[src/rtl/mips_pkg.sv]
// mips_pkg: shared MIPS pipeline definitions.
//   mult_state_t : multiplier FSM states (IDLE, RUN, DONE)
//   MULT_WIDTH   : default datapath width of the multiply unit
//   FUNCT_*      : R-type funct codes decoded for multiply and HI/LO moves
package mips_pkg;

    typedef enum logic [1:0] {
        IDLE = 2'd0,
        RUN  = 2'd1,
        DONE = 2'd2
    } mult_state_t;

    localparam int MULT_WIDTH = 32;

    localparam logic [5:0] FUNCT_MTHI  = 6'h11;
    localparam logic [5:0] FUNCT_MTLO  = 6'h13;
    localparam logic [5:0] FUNCT_MULT  = 6'h18;
    localparam logic [5:0] FUNCT_MULTU = 6'h19;

endpackage

[src/rtl/ex_mult_unit.sv]
// ex_mult_unit: sequential shift-add multiplier for the EX stage.
// It owns the architectural HI/LO registers and needs WIDTH cycles per product.
//
// Ports:
//   clk, reset        rising-edge clock, synchronous active-high reset
//   start, is_signed  issue MULT (is_signed=1) or MULTU (is_signed=0)
//   mul_clr           abort any multiply in flight and clear HI/LO
//   op_a, op_b        rs / rt operand values
//   hi_we, lo_we      MTHI / MTLO write strobes, with wdata as the data
//   hi, lo            architectural HI/LO
//   busy              high while the multiply is iterating
//   done              one-cycle pulse after HI/LO receive a new product
//   stall             stall request to the hazard unit
//
// Build option: define MULT_SIGNED_EN to honour is_signed. This builds the
// operand magnitude conversion and the final negation. When the macro is not
// defined, every multiply is unsigned and is_signed is ignored.
module ex_mult_unit
    import mips_pkg::*;
#(
    parameter int WIDTH = MULT_WIDTH
) (
    input  logic             clk,
    input  logic             reset,
    input  logic             start,
    input  logic             is_signed,
    input  logic             mul_clr,
    input  logic [WIDTH-1:0] op_a,
    input  logic [WIDTH-1:0] op_b,
    input  logic             hi_we,
    input  logic             lo_we,
    input  logic [WIDTH-1:0] wdata,
    output logic [WIDTH-1:0] hi,
    output logic [WIDTH-1:0] lo,
    output logic             busy,
    output logic             done,
    output logic             stall
);

    localparam int CW = $clog2(WIDTH);

    mult_state_t          state_reg, state_next;
    logic [CW-1:0]        count_reg;
    logic [WIDTH-1:0]     mcand_reg;    // multiplicand magnitude
    logic [WIDTH-1:0]     mplier_reg;   // multiplier; low product bits shift in from the top
    logic [WIDTH-1:0]     upper_reg;    // upper half of the partial product
    logic                 neg_reg;
    logic [WIDTH-1:0]     hi_reg, lo_reg;

    logic                 last_step;
    logic [WIDTH:0]       sum;
    logic [WIDTH-1:0]     upper_shift;
    logic [WIDTH-1:0]     mplier_shift;
    logic [2*WIDTH-1:0]   product;
    logic [2*WIDTH-1:0]   result;
    logic [WIDTH-1:0]     mag_a, mag_b;
    logic                 neg_in;

    // Convert the operands to magnitudes when the multiply is issued. The most
    // negative value maps to 2^(WIDTH-1). That value still fits WIDTH bits
    // when the bits are read as unsigned.
`ifdef MULT_SIGNED_EN
    always_comb begin
        mag_a  = (is_signed && op_a[WIDTH-1]) ? (~op_a + 1'b1) : op_a;
        mag_b  = (is_signed && op_b[WIDTH-1]) ? (~op_b + 1'b1) : op_b;
        neg_in = is_signed & (op_a[WIDTH-1] ^ op_b[WIDTH-1]);
    end
`else
    logic unused_is_signed;
    assign unused_is_signed = is_signed;
    always_comb begin
        mag_a  = op_a;
        mag_b  = op_b;
        neg_in = 1'b0;
    end
`endif

    // One shift-add step. The carry of the add becomes the new top bit of
    // {upper, multiplier} after the right shift.
    always_comb begin
        sum          = {1'b0, upper_reg} + (mplier_reg[0] ? {1'b0, mcand_reg} : {(WIDTH+1){1'b0}});
        upper_shift  = sum[WIDTH:1];
        mplier_shift = {sum[0], mplier_reg[WIDTH-1:1]};
        product      = {upper_shift, mplier_shift};
`ifdef MULT_SIGNED_EN
        result       = neg_reg ? (~product + 1'b1) : product;
`else
        result       = product;
`endif
    end

    assign last_step = (count_reg == CW'(WIDTH - 1));

    always_comb begin
        state_next = state_reg;
        case (state_reg)
            IDLE:    if (start) state_next = RUN;
            RUN:     if (last_step) state_next = DONE;
            DONE:    state_next = start ? RUN : IDLE;
            default: state_next = IDLE;
        endcase
        if (mul_clr) state_next = IDLE;
    end

    always_ff @(posedge clk) begin
        if (reset) begin
            state_reg  <= IDLE;
            count_reg  <= '0;
            mcand_reg  <= '0;
            mplier_reg <= '0;
            upper_reg  <= '0;
            neg_reg    <= 1'b0;
            hi_reg     <= '0;
            lo_reg     <= '0;
        end else if (mul_clr) begin
            state_reg  <= IDLE;
            count_reg  <= '0;
            upper_reg  <= '0;
            hi_reg     <= '0;
            lo_reg     <= '0;
        end else begin
            state_reg <= state_next;
            if (state_reg == RUN) begin
                upper_reg  <= upper_shift;
                mplier_reg <= mplier_shift;
                count_reg  <= count_reg + 1'b1;
                // count wraps back to zero on the last step and is ready for the next multiply.
                if (last_step) begin
                    hi_reg <= result[2*WIDTH-1:WIDTH];
                    lo_reg <= result[WIDTH-1:0];
                end
            end else begin
                // A start in the same cycle also lets the write land.
                // The later commit overwrites it.
                if (hi_we) hi_reg <= wdata;
                if (lo_we) lo_reg <= wdata;
                if (start) begin
                    mcand_reg  <= mag_a;
                    mplier_reg <= mag_b;
                    neg_reg    <= neg_in;
                    upper_reg  <= '0;
                    count_reg  <= '0;
                end
            end
        end
    end

    assign hi    = hi_reg;
    assign lo    = lo_reg;
    assign busy  = (state_reg == RUN);
    assign done  = (state_reg == DONE);
    assign stall = busy | (start & (state_reg != RUN));

endmodule

[config.mk]
export PLATFORM = sky130hd
export DESIGN_NAME = ex_mult_unit
export DESIGN_NICKNAME = d
export VERILOG_FILES = /design/src/rtl/mips_pkg.sv /design/src/rtl/ex_mult_unit.sv
export SDC_FILE = /design/constraint.sdc
export NUM_CORES = 1
export LEC_CHECK = 0
export ABC_AREA = 1
export CORE_MARGIN = 3
export CORE_UTILIZATION = 40
export DETAILED_ROUTE_END_ITERATION = 12
export MAX_ROUTING_LAYER = met4
export PLACE_DENSITY = 0.75
export SYNTH_ARGS = -nofsm -noshare
export SYNTH_HDL_FRONTEND = slang
export SYNTH_SLANG_ARGS = --single-unit
[constraint.sdc]
create_clock -name clk -period 2.6 [get_ports clk]
set_input_delay 0.52 -clock clk [delete_from_list [all_inputs] [get_ports clk]]
set_output_delay 0.52 -clock clk [all_outputs]
set_load 0.01 [all_outputs]
Yosys cells after proc, flatten, opt, wreduce, memory -nomap -nowiden
Index checks and enable logic that the tools add are counted.
{"block": "word_totals", "wordCells": 46, "register_bits": 167, "input_bits": 103}
{"block": "op_classes", "eq_ne": 6, "n_mux": 17, "bitwise_logic": 4, "reduce_logical": 10, "add_sub_neg": 2}
{"op": "$mux 32", "count": 11}
{"op": "$add 32x32->33", "count": 1}
{"op": "$mux 5", "count": 2}
{"op": "$reduce_and 2->1", "count": 4}
{"op": "$pmux 2 s3", "count": 1}
{"op": "$reduce_bool 2->1", "count": 3}
{"op": "$add 5x1->5 const B", "count": 1}
{"op": "$eq 5x5->1 const B", "count": 1}
{"op": "$mux 2", "count": 2}
{"op": "$ne 2x1->1 const B", "count": 2}
{"op": "$reduce_and 3->1", "count": 1}
{"op": "$eq 2x1->1 const B", "count": 1}
{"op": "$eq 2x2->1 const B", "count": 1}
{"op": "$logic_not 2->1", "count": 1}
{"op": "$ne 2x2->1 const B", "count": 1}
{"op": "$not 1->1", "count": 2}
{"op": "$reduce_or 2->1", "count": 1}
{"op": "$and 1x1->1", "count": 1}
{"op": "$mux 1", "count": 1}
{"op": "$or 1x1->1", "count": 1}

Logic depth before layout (Yosys ltp)
{"block": "depth", "depth_word": 4, "depth_mapped": 16}

Least setup slack after synthesis
Ideal clock, no wire load.
{"block": "synth_path", "path_type": "reg-to-reg", "from": "register mplier_reg[0]", "to": "register upper_reg[31]", "required_ns": 2.482, "n_path_buf": 2, "stages_incl_launch_ff": 16, "arrival_ns": 1.957, "path_slack_ns": 0.525, "setup_time_ns": 0.118, "cell_sequence": "dfxtp_1 > clkbuf_1 > clkbuf_1 > nand2_1 > inv_1 > ha_1 > nand2_1 > inv_1 > a21oi_1 > nor2_1 > nor2_1 > inv_1 > a21oi_1 > nand2_1 > nand2_1 > a21oi_1"}
{"block": "synth_via", "elab_chain_len": 3}
{"item": "start: declaration", "line": "ex_mult_unit.sv:45", "text": "logic [WIDTH-1:0] mplier_reg;"}
{"item": "start signal: assignment", "line": "ex_mult_unit.sv:125", "text": "mplier_reg <= mplier_shift;"}
{"item": "start signal: assignment", "line": "ex_mult_unit.sv:139", "text": "mplier_reg <= mag_b;"}
{"item": "$mux 32", "line": "ex_mult_unit.sv:81", "text": "sum = {1'b0, upper_reg} + (mplier_reg[0] ? {1'b0, mcand_reg} : {(WIDTH+1){1'b0}});"}
{"item": "$add 32x32->33", "line": "ex_mult_unit.sv:81"}
{"item": "$mux 32", "line": "ex_mult_unit.sv:123", "text": "if (state_reg == RUN) begin"}
{"item": "end signal: assignment", "line": "ex_mult_unit.sv:124", "text": "upper_reg <= upper_shift;"}
{"item": "end: declaration", "line": "ex_mult_unit.sv:46", "text": "logic [WIDTH-1:0] upper_reg;"}
No other way between the ends.
A chain may end at the register's enable or synchronous reset.

Worst setup path after layout
{"block": "layout_path", "from": "input start", "to": "output stall"}
{"block": "layout_via", "elab_chain_len": 2}
{"item": "start: declaration", "line": "ex_mult_unit.sv:25", "text": "input logic start,"}
{"item": "$and 1x1->1", "line": "ex_mult_unit.sv:152", "text": "assign stall = busy | (start & (state_reg != RUN));"}
{"item": "$or 1x1->1", "line": "ex_mult_unit.sv:152"}
{"item": "end: declaration", "line": "ex_mult_unit.sv:37", "text": "output logic stall"}
No other way between the ends.

==> run summary <==
clk buf depth = 2
row count = 53
Layout area overhead = 30.4%
largest family of logic cells by synthesized area = simple AND/OR/NAND/NOR gates
final hold vios = 0
P_sw = 0.00169 W
RR Endpoint = upper_reg[30]
HP Class = reg2reg
R2R depth = 15
Tot GR Track Use = 23.5%
TritonCTS clock tree = done
Syn Inst Count = 1,346
post-synthesis compound-gate area fraction = 20.2%
most common cell after layout, fill and taps aside = nand2_1
# setup viols final = 0
RSZ-0062 raised after global routing = false
Rel. slew slack = 65.2%
pwr dens = 542 mW/mm2
Max Clock Skew = 0.00883 ns
most frequent cells in the layout = nand2_1, clkdlybuf4s50_1, dfxtp_1
FF-to-FF setup slack = 0.24 ns
DR WL/cell = 15.5 um
GP Congestion = 0.924
post-layout net count = 1,630
Fillers = 2,034
sequential share of the synthesized area = 38.0%
switch share = 27.1%
Worst EP required = 2.08 ns
status = finished, final reports clean
XOR/XNOR Fraction of Synth Area = 0%
Syn Area/Cell = 6.54 um2
Port-buffer cells = 168
crit share post-route = 93.7%
cell leakage power = 5.28 nW
die width = 154 um
CP Launch Point = start
Setup WS post-layout = 0.165 ns
peak supply drop = 361 uV
first-pass GRT wire length = 44.5 mm
number of max-cap violations = 0
worst r2r src = mplier_reg[0]
worst setup path end = stall
DR pass1 iterations = 5
Reg power frac = 43.9%
CTS Sinks = 167
largest net degree at the start of global routing = 65
Core Box Area = 0.0213 mm2
vias in the first global route = 8,794
initial antenna violation count = 0
synthesized net count = 1,484
FF+latch count, synth = 167
cts hold-fix bufs = 0
via count = 9,220
Yosys Warn Count = 0
Tot Pwr = 0.00622 W
Die H = 154 um
post-synth cell types = 29
Netlist Area Pre-Place = 0.00880 mm2
critical path startpoint category = input pin
Max H-tree Level = 4
initial core utilization = 41.3%
vias per cell = 5.18
Worst EP arrival = 1.92 ns
Place WS = 0.166 ns
drt drc = 0
crit end category = output port
crit path time final = 2.44 ns
Comb power frac = 12.6%
WS Path Type = in2out
setup TNS = 0 ns
I/O Pins = 170
critical path fanouts, max = 2
CTS Buf Count = 17
Tightest Pin Transition = 0.517 ns
Antenna Violating Nets Remaining = 0
WL final = 27.5 mm
Die Area = 0.0238 mm2
hpwl dp = 20.5 mm
Post-Synth Simple-Gate Area = 26.7%
P_int = 0.00453 W
Inserted Diodes = 0
worst skew pair latency = 0.43 ns
Post-Synth Adder-Cell Area = 5.06%
drt initial violations = 548
Clk pwr share = 43.5%
Worst-path clk slew = 0.07 ns
mux cell area share after synthesis = 0%
layout cell share with drive strength beyond 1 = 4.92%
HP Start = mcand_reg[23]
fmax = 411 MHz
Clk Tree Root Cell = clkbuf_16
max-slew violations = 0
gr ovfl total = 0
-- power by group through the flow --
stage	logic, W	clock network (W)	registers (W)
after CTS	0.000785	0.00273	0.00273
after global placement	0.000771	0	0.00279
after detailed placement	0.000781	0	0.00279
after global routing	0.000854	0.00284	0.00274
after floorplan	0.000350	0	0.00280
final	0.000785	0.00270	0.00273
-- synth_stat cells --
library cell	instances	area share (%)
clkbuf_1	45	1.9
a31oi_1	74	5.3
o21bai_1	1	0.085
nand3_1	76	4.3
buf_1	6	0.26
nor2_1	44	1.9
fa_1	1	0.23
a21o_1	2	0.17
and3_1	1	0.071
o21ai_1	31	1.8
ha_1	34	4.8
nor2_8	1	0.23
dfxtp_1	167	38
inv_1	156	6.7
nand2_1	438	19
buf_2	18	1.0
and2_1	3	0.21
inv_2	5	0.21
a21oi_1	143	8.1
or2_2	2	0.14
nor2_4	1	0.13
or2_1	1	0.071
o21ai_0	81	4.6
nand3b_1	5	0.43
nand4_1	2	0.14
nor3_1	5	0.28
a221oi_1	1	0.10
o21ai_2	1	0.10
nor2_2	1	0.071
-- layout make-up --
cell class | count | area (um2) | share of cell area (%)
multi-input cells | 949 | 4580 | 39.9
repair buffers | 196 | 1980 | 17.2
inverters | 161 | 604 | 5.27
clock buffers | 18 | 439 | 3.83
flip-flops and latches | 167 | 3340 | 29.1
well taps | 275 | 344 | 3.00
clock inverters | 14 | 184 | 1.60
-- metrics by stage --
stage	utilization (%)	hold slack (ns)	cells	area, um2
floorplan	-	0.441	1346	8800
global placement	51.0	0.448	1748	10900
detailed placement	51.0	0.454	1748	10900
CTS	53.9	0.463	1780	11500
global route	53.9	0.483	1780	11500
finish	53.9	0.461	1780	11500
-- worst max-delay path, stage by stage --
cell             delay [ns]
clkdlybuf4s50_1        0.59
nor2_2                 0.07
inv_1                  0.16
clkdlybuf4s50_1        0.57
-- worst min path at each step --
stage               endpoint  slack, ns  cells past startpoint
2_1_floorplan   mcand_reg[0]       0.44                      2
3_3_place_gp   mcand_reg[14]       0.45                      2
3_5_place_dp   mcand_reg[16]       0.45                      2
4_1_cts        mcand_reg[16]       0.46                      2
5_1_grt         mcand_reg[9]       0.48                      2
6_report       mcand_reg[23]       0.46                      2
-- layer usage --
layer	up-vias	track usage, %	routed length (um)
met3	32	3.81	1720
met5	-	-	0
met1	4169	32.3	13300
met2	326	36.1	12100
met4	0	6.14	419
li1	4693	-	-
-- logic make-up (layout without fill, tap and decap cells) --
group,after synthesis,after routing
AND/OR/NAND/NOR,580,580
flip-flops,167,167
buffers and inverters,230,389
adder cells (fa/ha/maj),35,35
AO/OA/AOI/OAI,334,334
-- repair_timing --
action | in CTS | in global routing
endpoints found under the setup margin | 0 | 2
setup buffers | 0 | 0
gates resized for setup | 0 | 2
Power figures use the tool's default switching activity.
